===== src/rtl/lcnt_pkg.sv =====
// Shared encodings for the sequential leading/trailing count block:
// operation modes and FSM states.
package lcnt_pkg;

    // Operation selected at acceptance.
    // Bit 1 selects a trailing count (bit-reverse), bit 0 counts ones (invert).
    typedef enum logic [1:0] {
        MODE_CLZ = 2'b00,
        MODE_CLO = 2'b01,
        MODE_CTZ = 2'b10,
        MODE_CTO = 2'b11
    } lcnt_mode_e;

    // Control FSM states.
    typedef enum logic [1:0] {
        IDLE = 2'b00,
        RUN  = 2'b01,
        DONE = 2'b10
    } lcnt_state_e;

endpackage


===== src/rtl/lcnt_prep.sv =====
// Operand preparation: turns every mode into a count of leading zeros.
// Trailing counts reverse the bit order; counts of ones invert the bits.
module lcnt_prep
    import lcnt_pkg::*;
#(
    parameter int WIDTH = 32
) (
    input  logic [WIDTH-1:0] data,
    input  logic [1:0]       mode,
    output logic [WIDTH-1:0] window
);

    logic [WIDTH-1:0] reversed;
    logic             do_reverse;
    logic             do_invert;

    assign do_reverse = (mode == MODE_CTZ) || (mode == MODE_CTO);
    assign do_invert  = (mode == MODE_CLO) || (mode == MODE_CTO);

    // Bit-reverse the operand so trailing bits become leading bits.
    always_comb begin
        reversed = '0;
        for (int i = 0; i < WIDTH; i++) begin
            reversed[i] = data[WIDTH-1-i];
        end
    end

    // Select reversal, then invert so the search is always for leading zeros.
    always_comb begin
        window = do_reverse ? reversed : data;
        if (do_invert) begin
            window = ~window;
        end
    end

endmodule


===== src/rtl/lead_count_seq.sv =====
// Sequential CLZ/CLO/CTZ/CTO unit. Binary search over the prepared window,
// one level per cycle, result valid log2(WIDTH)+1 cycles after acceptance.
// Handshake: a transfer happens on a rising edge where valid and ready are
// both high; in_ready depends only on state, out_valid is held with a stable
// result until out_ready is seen.
// Optional macro LCNT_EARLY_OUT_EN: all-match operands skip the search and
// complete one cycle after acceptance.
module lead_count_seq
    import lcnt_pkg::*;
#(
    parameter int WIDTH = 32,
    parameter int RES_W = 32
) (
    input  logic              clk,
    input  logic              clrn,
    input  logic              flush,
    input  logic              in_valid,
    output logic              in_ready,
    input  logic [WIDTH-1:0]  data,
    input  logic [1:0]        mode,
    output logic              out_valid,
    input  logic              out_ready,
    output logic [RES_W-1:0]  result,
    output logic              busy,
    output lcnt_state_e       dbg_state
);

    localparam int LVL_W = $clog2(WIDTH);
    localparam logic [LVL_W:0]   WIDTH_V = (LVL_W+1)'(WIDTH);
    localparam logic [LVL_W-1:0] LVL_TOP = LVL_W'(LVL_W - 1);
    localparam logic [LVL_W-1:0] LVL_ONE = LVL_W'(1);
    localparam logic [RES_W-1:0] RES_ALL = RES_W'(WIDTH);

    lcnt_state_e      state;
    logic [WIDTH-1:0] window;
    logic [LVL_W-1:0] level;
    logic [WIDTH-1:0] prep_window;

    logic [LVL_W:0]   step_sz;
    logic [LVL_W:0]   shr;
    logic             upper_zero;
    logic [WIDTH-1:0] win_next;
    logic [RES_W-1:0] res_next;

    lcnt_prep #(
        .WIDTH (WIDTH)
    ) u_prep (
        .data   (data),
        .mode   (mode),
        .window (prep_window)
    );

    assign in_ready  = (state == IDLE);
    assign busy      = (state != IDLE);
    assign dbg_state = state;

    // One search step: test the upper 2^level bits, shift them out if zero.
    always_comb begin
        step_sz    = (LVL_W+1)'(1) << level;
        shr        = WIDTH_V - step_sz;
        upper_zero = ((window >> shr) == '0);
        win_next   = window;
        res_next   = result;
        if (upper_zero) begin
            win_next = window << step_sz;
            res_next = result | (RES_W'(1) << level);
        end
    end

    // Control FSM with registered window, level, result and out_valid.
    always_ff @(posedge clk or negedge clrn) begin
        if (!clrn) begin
            state     <= IDLE;
            out_valid <= 1'b0;
            result    <= '0;
            window    <= '0;
            level     <= '0;
        end else if (flush) begin
            state     <= IDLE;
            out_valid <= 1'b0;
            result    <= '0;
            window    <= '0;
            level     <= '0;
        end else begin
            case (state)
                IDLE: begin
                    if (in_valid) begin
                        window <= prep_window;
                        result <= '0;
                        level  <= LVL_TOP;
`ifdef LCNT_EARLY_OUT_EN
                        if (prep_window == '0) begin
                            state     <= DONE;
                            out_valid <= 1'b1;
                            result    <= RES_ALL;
                        end else begin
                            state <= RUN;
                        end
`else
                        state <= RUN;
`endif
                    end
                end
                RUN: begin
                    window <= win_next;
                    result <= res_next;
                    if (level == '0) begin
                        state     <= DONE;
                        out_valid <= 1'b1;
                        // A still-zero MSB after the last step means no bit matched.
                        if (!win_next[WIDTH-1]) begin
                            result <= RES_ALL;
                        end
                    end else begin
                        level <= level - LVL_ONE;
                    end
                end
                DONE: begin
                    if (out_ready) begin
                        state     <= IDLE;
                        out_valid <= 1'b0;
                    end
                end
                default: begin
                    state     <= IDLE;
                    out_valid <= 1'b0;
                end
            endcase
        end
    end

endmodule


===== config.mk =====
export PLATFORM = sky130hd
export DESIGN_NAME = lead_count_seq
export DESIGN_NICKNAME = d
export VERILOG_FILES = /design/src/rtl/lcnt_pkg.sv /design/src/rtl/lcnt_prep.sv /design/src/rtl/lead_count_seq.sv
export SDC_FILE = /design/constraint.sdc
export NUM_CORES = 1
export LEC_CHECK = 0
export ABC_AREA = 1
export BUFFER_PORTS_ARGS = -buffer_cell sky130_fd_sc_hd__buf_2
export CAP_MARGIN = 10
export CELL_PAD_IN_SITES_DETAIL_PLACEMENT = 1
export CELL_PAD_IN_SITES_GLOBAL_PLACEMENT = 1
export CORE_UTILIZATION = 42
export CTS_CLUSTER_DIAMETER = 120
export DETAILED_ROUTE_END_ITERATION = 10
export GPL_ROUTABILITY_DRIVEN = 0
export PLACE_DENSITY_LB_ADDON = 0.05
export SYNTH_ARGS = -nofsm -noshare
export SYNTH_HDL_FRONTEND = slang
export SYNTH_HIERARCHICAL = 1
export SYNTH_SLANG_ARGS = --single-unit
export TNS_END_PERCENT = 10

===== constraint.sdc =====
create_clock -name clk -period 5 [get_ports clk]
set_clock_uncertainty 0.15 [all_clocks]
set_input_delay 0 -clock clk [delete_from_list [all_inputs] [get_ports clk]]
set_output_delay 0 -clock clk [all_outputs]
set_load 0.02 [all_outputs]

Word level (Yosys, flattened, before mapping):

Cells that the tools add are included.

* output and inout port bits: 37
* register bits after elaboration: 72
* word-level logic and storage cells: 62

* muxes and demuxes: 25
* shift-type cells: 4
* bitwise operators: 2
* eq/ne operators: 11
* $add $sub $neg: 2
* reductions and logical operators: 12

Operators by type and width (number)
* $mux W32: 10
* $pmux W32 S2: 2
* $logic_not A32 Y1: 1
* $not A32 Y32: 1
* $or A32 B32 Y32: 1
* $shl A1 B5 Y32 const A: 1
* $shl A32 B6 Y32: 1
* $shr A32 B6 Y32: 1
* $mux W5: 3
* $ne A3 B3 Y1 const B: 5
* $reduce_and A3 Y1: 4
* $pmux W5 S2: 1
* $mux W2: 4
* $eq A2 B2 Y1 const B: 3
* $pmux W2 S3: 1
* $shl A1 B5 Y6 const A: 1
* $sub A6 B6 Y6 const A: 1
* $logic_not A5 Y1: 1
* $sub A5 B1 Y5 const B: 1
* $eq A2 B1 Y1 const B: 2
* $mux W1: 3
* $pmux W1 S3: 1
* $reduce_bool A3 Y1: 1
* $logic_not A2 Y1: 1
* other kinds (4): 5

Logic depth before layout (Yosys ltp):

Gate-level depths: netlist of the first run.

* depth in word-level cells: 9
* depth in mapped cells: 30
* gate-level depth less buffers: 25

Hierarchy:

Netlist of the first run, hierarchy kept.

Modules (own cells, without submodules)
* lead_count_seq: times used 1, area each 6850.3 µm², cells each 1153
* lcnt_prep: times used 1, area each 1202.4 µm², cells each 278

Worst setup path after synthesis of the first run:

OpenSTA, ideal clock, no wires.

* kind: flip-flop to flip-flop
* start: reg level[0]
* end: reg result[13]
* cell stages (with the launch flop): 26
* path buffers: 6
* required time: 4.732 ns
* slack: 1.107 ns
* setup time: 0.118 ns
* arrival time: 3.625 ns
* period minus slack after synthesis: 3.893 ns
* cells stage by stage: dfrtp_1 > inv_2 > nor3_2 > inv_1 > nor2_2 > buf_4 > inv_2 > buf_6 > clkbuf_1 > ha_1 > clkbuf_1 > buf_1 > nand3_1 > nand3_1 > nand2_1 > nand2_1 > nand3_1 > nand2_1 > nand2_1 > nor2_1 > nand2_2 > nand3_1 > nand3_2 > buf_6 > nand3_1 > nand2_1

* longest elaborated chain between the ends: 9

RTL lines
* start: declaration: RTL line lead_count_seq.sv:36 `logic [LVL_W-1:0] level;`
* start signal: assignment: RTL line lead_count_seq.sv:115 `level <= level - LVL_ONE;`
* $shl A1 B5 Y6: RTL line lead_count_seq.sv:59 `step_sz = (LVL_W+1)'(1) << level;`
* $sub A6 B6 Y6: RTL line lead_count_seq.sv:60 `shr = WIDTH_V - step_sz;`
* $shr A32 B6 Y32: RTL line lead_count_seq.sv:61 `upper_zero = ((window >> shr) == '0);`
* $logic_not A32 Y1: RTL line lead_count_seq.sv:61
* $mux W32: RTL line lead_count_seq.sv:64 `if (upper_zero) begin`
* $mux W32: RTL line lead_count_seq.sv:111 `if (!win_next[WIDTH-1]) begin`
* $mux W32 *: RTL line lead_count_seq.sv:107 `if (level == '0) begin`
* $pmux W32 S2 *: RTL line lead_count_seq.sv:85 `case (state)`
* $mux W32 *: RTL line lead_count_seq.sv:78 `end else if (flush) begin`
* end signal: assignment: RTL line lead_count_seq.sv:106 `result <= res_next;`
* end: declaration: RTL line lead_count_seq.sv:23 `output logic [RES_W-1:0] result,`

Every way passes the cells marked *; elsewhere a longest branch is shown, timed or not. The select of a mux whose other input is x is not followed.
A chain may end at the register's enable or synchronous reset.

Final worst setup path of the first run:

* start: reg level[4]
* end: reg result[3]

The elaborated chain is that of the path after synthesis.

==> flow_metrics.py, run 1 <==
metrics = {
    "run_status": {
        "status": "completed",
    },
    "setup_path": {
        "crit_path_end_kind": "flop",
        "cp_slowest_cell": "dfrtp_1",
        "crit_chain": "nor2_8, nand3_2, ha_1, inv_1, buf_4, nand3_1, nand2_1, nand3_1, nand2_1, nor2_1, nand2_1, nor2_1, nand2_1, nand2_1, nand2_2, nand2_4, nand2_2, nand3_2, nand2_1, nand2_1",
        "path_depth": 20,
        "ff2ff_setup_slack_ps": 420,
        "critical_path_buf_inv_count": 2,
        "r2r_end": "result[3]",
        "cp-endpoint": "result[3]",
        "cpPeakStageDelay_ps": 680,
        "cp-startpoint": "level[4]",
        "r2r_start": "level[4]",
        "crit_fanout": 32,
        "worst_ep_arrival_time_ps": 4660,
        "cpMostUsedCell": "nand2_1",
        "crit_type": "flop to flop",
        "ff2ff_path_depth": 20,
        "critPathTopFamily": "simple AND/OR/NAND/NOR gates",
        "cp-start-kind": "flop",
        "critPathRequiredTime_ps": 5090,
    },
    "synthesis": {
        "ys_seq_area_frac": 0.224,
        "synth-adder-area-share": 0.00932,
        "yosys.area_share.simple": 0.529,
        "syn_nets": 1476,
        "yosys_most_used_dff": "dfrtp_1",
        "syn_area_per_cell_um2": 5.63,
        "synth.distinct_cells": 47,
        "ys_async_sr_fraction": 1.00,
        "netlist_area_um2": 8050,
        "synthCells": 1431,
        "synth_xor_xnor_area_share": 0.00202,
        "synthMuxAreaShare": 0,
        "synth_seq_cells": 72,
        "synth_edf_count": 0,
        "ys.warnings.count": 6,
        "synth_compound_gate_area_share": 0.113,
        "synth_top_family_by_area": "simple AND/OR/NAND/NOR gates",
    },
    "detailed_routing": {
        "routedWlPerCell_um": 17.7,
        "drc_errors": 0,
        "drtPass1Iterations": 5,
        "drt_iter0_markers": 640,
        "vias": 9376,
        "drt-total-wl_um": 30000,
        "ant_nets": 0,
        "vias_per_cell": 5.54,
    },
    "floorplanning": {
        "num_rows": 50,
        "initial_core_util": 0.429,
        "io-pin-count": 76,
        "coreArea_um2": 18800,
        "die-area_um2": 19700,
        "dieHeight_um": 140,
        "die_x_um": 140,
    },
    "clocking": {
        "postCtsSetupRepairBufs": 0,
        "cts_tree": "yes",
        "clk-insertion-delay-late_ps": 360,
        "cts_buffer_depth": 2,
        "cts_buffers": 9,
        "path_clk_slew_ps": 70,
        "hold_buffers": 6,
        "clock_sinks": 72,
        "cts_resized": 0,
        "clockRootBuffer": "clkbuf_16",
        "cts-htree-levels": 3,
    },
    "final_layout": {
        "drive_gt1_frac": 0.106,
        "final_nets": 1498,
        "layoutNonFillerInstCount": 1692,
        "diodes": 0,
        "area_delta_synth_final_pct": 7.66,
    },
    "timing": {
        "timing.fmax_ghz": 0.218,
        "maxSlewHeadroom": 0.275,
        "rsz0062_at_grt": "no",
        "fin_crit_ps": 4580,
        "fin_setup_tns_ps": 0,
        "hold_violations": 0,
        "whs_ps": 8.34,
        "worst_pin_slew_ps": 1090,
        "setup_viol_count_final": 0,
        "slew_violations": 0,
        "period_share": 0.916,
    },
    "grt": {
        "grt_pass1_vias": 9169,
        "grt_pass1_wl_um": 48800,
        "antenna_found_initial": 0,
        "grt_usage": 0.314,
        "grt_max_degree": 73,
        "grt_overflow_total": 0,
    },
    "hold_path": {
        "min_path_type": "input port to flop",
        "hp-start": "data[28]",
    },
    "job": {
        "drv_cap": 0,
    },
    "place": {
        "place_inst": 1670,
        "hpwl_um": 22400,
        "portBuffers": 75,
    },
}
-- layout by cell type, fill, tap and decap left out, types with 6 or more instances in the layout --
| master | synthesis | layout |
|---|---|---|
| clkbuf_16 | 0 | 9 |
| dlygate4sd3_1 | 0 | 6 |
| o21bai_1 | 21 | 21 |
| o21ai_0 | 71 | 71 |
| nand3_1 | 210 | 210 |
| ha_1 | 6 | 6 |
| nand2_1 | 653 | 653 |
| dfrtp_1 | 72 | 72 |
| o21ai_1 | 25 | 25 |
| buf_4 | 11 | 19 |
| nor3_1 | 6 | 6 |
| nand4_1 | 33 | 33 |
| buf_2 | 26 | 74 |
| nand2_2 | 9 | 9 |
| inv_1 | 107 | 107 |
| nor2_1 | 45 | 44 |
| a21oi_1 | 17 | 17 |
| or2_2 | 7 | 7 |
| inv_2 | 8 | 8 |
-- how the worst min path moves through the flow --
| stage | to | depth (start not counted) | slack, ps |
|---|---|---|---|
| 6_report | window[3] | 8 | 8 |
| 5_1_grt | window[3] | 8 | 60 |
| 4_1_cts | window[3] | 8 | 3 |
| 3_5_place_dp | window[19] | 1 | 70 |
| 3_3_place_gp | window[19] | 1 | 80 |
| 2_1_floorplan | dbg_state[0] | 0 | -450 |
-- final cells by class --
type	count	area [um^2]
Clock buffer	9	225
Clock inverter	7	62.6
Fill cell	2704	10100
Inverter	119	447
Sequential cell	72	1800
Multi-Input combinational cell	1152	5270
Tap cell	234	293
Timing Repair Buffer	99	573
-- registers in the layout (all words and copies together), names as in the netlist --
name	count
window	32
result	32
level	5
out_valid	1
dbg_state	2
-- cell usage after synthesis (11+ instances only) --
library cell  instances  area (um^2)
inv_1               107          402
o21bai_1             21          158
nand2_1             653         2450
o21ai_1              25          125
buf_2                26          130
nand4_1              33          206
nand3_1             210         1050
buf_4                11         82.6
clkbuf_1             26         97.6
dfrtp_1              72         1800
o21ai_0              71          355
nor2_1               45          169
buf_6                18          203
a21oi_1              17         85.1
-- metrics by stage --
step,utilization,setup WS (ps),cell area (um^2)
6_report,0.462,422,8670
5_1_grt,0.462,10.2,8670
4_1_cts,0.462,483,8670
3_5_place_dp,0.443,501,8320
3_3_place_gp,0.443,644,8320
2_1_floorplan,-,1110,8050
-- per-layer routing --
layer | part of all wire | wire length (um) | vias up | global-route usage
met1 | 0.48 | 14500 | 4443 | 0.450
li1 | - | - | 4660 | -
met5 | 0 | 0 | - | 0
met4 | 0.021 | 634 | 0 | 0.0944
met3 | 0.049 | 1460 | 42 | 0.0407
met2 | 0.45 | 13400 | 231 | 0.489
-- worst reg2reg max path, cell delays in order, from the launching register on --
cell     delay [ps]
dfrtp_1         680
nor2_8          430
nand3_2         130
ha_1            320
inv_1           270
buf_4           240
nand3_1         110
nand2_1         120
nand3_1         120
nand2_1          90
nor2_1           40
nand2_1          60
nor2_1           40
nand2_1          50
nand2_1          50
nand2_2         240
nand2_4         250
nand2_2         160
nand3_2         530
nand2_1         290
nand2_1          70
-- cells by family (layout without fill, tap and decap cells) --
| logic type | count (synthesis) | after routing |
|---|---|---|
| DFF | 72 | 72 |
| adders and majority gates | 6 | 6 |
| buffers and inverters | 207 | 234 |
| and+or+nand+nor | 987 | 987 |
| AOI/OAI and AO/OA | 158 | 158 |
| xor gates and xnor gates | 1 | 1 |
Power of run 1 is left out: the tool's default activity adds up to more than one toggle a clock period on the data nets, which glitch-free logic cannot reach.
==> inputs of run 2 (changes only) <==
--- a/config.mk
+++ b/config.mk
@@ -17,6 +17,5 @@
 export PLACE_DENSITY_LB_ADDON = 0.05
 export SYNTH_ARGS = -nofsm -noshare
 export SYNTH_HDL_FRONTEND = slang
-export SYNTH_HIERARCHICAL = 1
 export SYNTH_SLANG_ARGS = --single-unit
 export TNS_END_PERCENT = 10
==> flow_metrics.py, run 2 <==
metrics = {
    "setup_path": {
        "crit_type": "flop to flop",
        "cp-start-kind": "flop",
        "worst_ep_arrival_time_ps": 4500,
        "critical_path_buf_inv_count": 4,
        "crit_path_end_kind": "flop",
        "critPathRequiredTime_ps": 5120,
        "critPathTopFamily": "simple AND/OR/NAND/NOR gates",
        "cp_slowest_cell": "o21ai_4",
        "cpMostUsedCell": "nand2_1",
        "crit_fanout": 30,
        "cpPeakStageDelay_ps": 650,
        "crit_chain": "nor2_8, inv_4, nor2_4, inv_1, ha_1, inv_1, nand2_1, nand2_2, nand3_1, nand2_1, nor2_1, nand3_1, nand2_1, nand3_1, nand2_1, nand3_4, nand2_8, o21ai_4, inv_2, o21ai_1",
    },
    "floorplanning": {
        "dieHeight_um": 139,
        "die-area_um2": 19300,
        "io-pin-count": 76,
        "initial_core_util": 0.433,
        "num_rows": 49,
        "coreArea_um2": 18100,
        "die_x_um": 139,
    },
    "clocking": {
        "path_clk_slew_ps": 60,
        "cts_buffers": 9,
        "clock_sinks": 72,
        "clockRootBuffer": "clkbuf_16",
        "clk-insertion-delay-late_ps": 350,
        "cts-htree-levels": 3,
        "cts_tree": "yes",
        "cts_buffer_depth": 2,
    },
    "synthesis": {
        "yosys_most_used_dff": "dfrtp_1",
        "syn_nets": 1371,
        "ys_seq_area_frac": 0.229,
        "syn_area_per_cell_um2": 5.93,
        "synth_top_cells_by_count": "nand2_1 (494), nand3_1 (159), o21ai_0 (123), inv_1 (88), dfrtp_1 (72)",
        "netlist_area_um2": 7860,
        "ys_async_sr_fraction": 1.00,
        "ys.warnings.count": 0,
        "synth_most_common_cell": "nand2_1",
        "synth.distinct_cells": 53,
        "synth_top_area_cell": "nand2_1",
        "synth.top_cell.area_share": 0.236,
        "synth_seq_cells": 72,
        "ys_top_cells_by_area": "nand2_1 (24%), dfrtp_1 (23%), nand3_1 (10%)",
        "synth_edf_count": 0,
        "synthCells": 1326,
    },
    "timing": {
        "rsz0062_at_grt": "no",
        "slew_violations": 0,
        "maxSlewHeadroom": 0.348,
        "hold_violations": 0,
        "whs_ps": 53.9,
        "period_share": 0.876,
        "fin_setup_tns_ps": 0,
        "worst_pin_slew_ps": 979,
        "timing.fmax_ghz": 0.228,
        "setup_viol_count_final": 0,
        "fin_crit_ps": 4380,
        "layout_setup_ws_ps": 619,
    },
    "place": {
        "portBuffers": 75,
        "hpwl_um": 21300,
        "place_inst": 1563,
        "place_ws_ps": 661,
    },
    "detailed_routing": {
        "drt-total-wl_um": 28300,
        "drtPass1Iterations": 4,
        "ant_nets": 0,
        "vias": 8883,
        "routedWlPerCell_um": 17.8,
        "drc_errors": 0,
        "vias_per_cell": 5.61,
        "drt_iter0_markers": 526,
    },
    "grt": {
        "grt_usage": 0.301,
        "grt_overflow_total": 0,
        "antenna_found_initial": 0,
        "grt_max_degree": 73,
        "grt_pass1_vias": 8626,
        "grt_pass1_wl_um": 46600,
    },
    "final_layout": {
        "layout_common_cells": "nand2_1 (494), nand3_1 (159), o21ai_0 (123)",
        "drive_gt1_frac": 0.126,
        "final_nets": 1394,
        "diodes": 0,
        "layoutNonFillerInstCount": 1583,
        "reg.largest.list": "result: 32 flops, window: 32 flops, level: 5 flops",
        "area_delta_synth_final_pct": 8.12,
        "final_common_cell": "nand2_1",
        "nFillCells": 2589,
    },
    "job": {
        "drv_cap": 0,
    },
    "hold_path": {
        "min_path_type": "input port to flop",
    },
    "run_status": {
        "status": "completed",
    },
}
[run 2: cell types whose count changed in the layout (fill, tap and decap cells not counted), sizes merged, moves of 7 or more]
cell    delta
nand4     -10
nor2      +23
o21ai     +51
inv       -14
o21bai     +7
nand2    -161
a21oi     +39
nand3     -49
[run 2: cell families (layout without fill, tap and decap cells)]
logic type / after synthesis / in the layout / synth area share
AND/OR/NAND/NOR: 793 / 793 / 0.446
AO/OA/AOI/OAI: 261 / 261 / 0.193
buffers and inverters: 185 / 213 / 0.111
flip-flops: 72 / 72 / 0.229
XOR/XNOR: 7 / 7 / 0.00876
adder cells (fa/ha/maj): 6 / 6 / 0.00955
multiplexers: 2 / 2 / 0.00255
[run 2: metal layers]
metal  share of wire  wire, um  up-vias  global-route usage
met3           0.035       978       38              0.0294
met2            0.45     12800      183               0.475
met1            0.49     13800     4247               0.431
met4           0.023       654        0              0.0930
met5               0         0        -                   0
li1                -         -     4415                   -
[run 2: cell type report]
type	instances	area (um^2)	area share
inverters	105	400	0.0471
multi-input cells	1069	5180	0.610
clock buffers	9	225	0.0265
clock inverters	7	83.8	0.00987
repair buffers	92	515	0.0607
flip-flops and latches	72	1800	0.212
well taps	229	287	0.0337
[run 2: worst paths after layout]
check,slack (ps),cells past startpoint,end,start
hold / removal,50,7,window[2],data[29]
hold reg to reg,330,2,window[18],window[18]
setup / recovery,620,20,window[24],level[3]
min in group asynchronous,180,2,result[3],clrn
max in group asynchronous,3850,2,window[7],clrn
setup reg to reg,620,20,window[24],level[3]
[run 2: worst register-to-register path: stages, from the launching register on]
cell	delay (ps)
dfrtp_1	520
nor2_8	450
inv_4	120
nor2_4	120
inv_1	50
ha_1	250
inv_1	90
nand2_1	60
nand2_2	480
nand3_1	190
nand2_1	110
nor2_1	60
nand3_1	70
nand2_1	60
nand3_1	100
nand2_1	90
nand3_4	210
nand2_8	170
o21ai_4	660
inv_2	130
o21ai_1	150
[run 2: repair_timing]
item / in CTS / in global routing
buffers inserted: 0 / 0
hold buffers: 4 / 0
hold endpoints to repair: 77 / 0
resized for setup: 0 / 0
[run 2: through the flow]
stage	utilization	cell area (um^2)
floorplan	-	7860
global placement	0.449	8150
detailed placement	0.449	8150
CTS	0.468	8500
global route	0.468	8500
finish	0.468	8500
Power of run 2 is left out for the same reason.
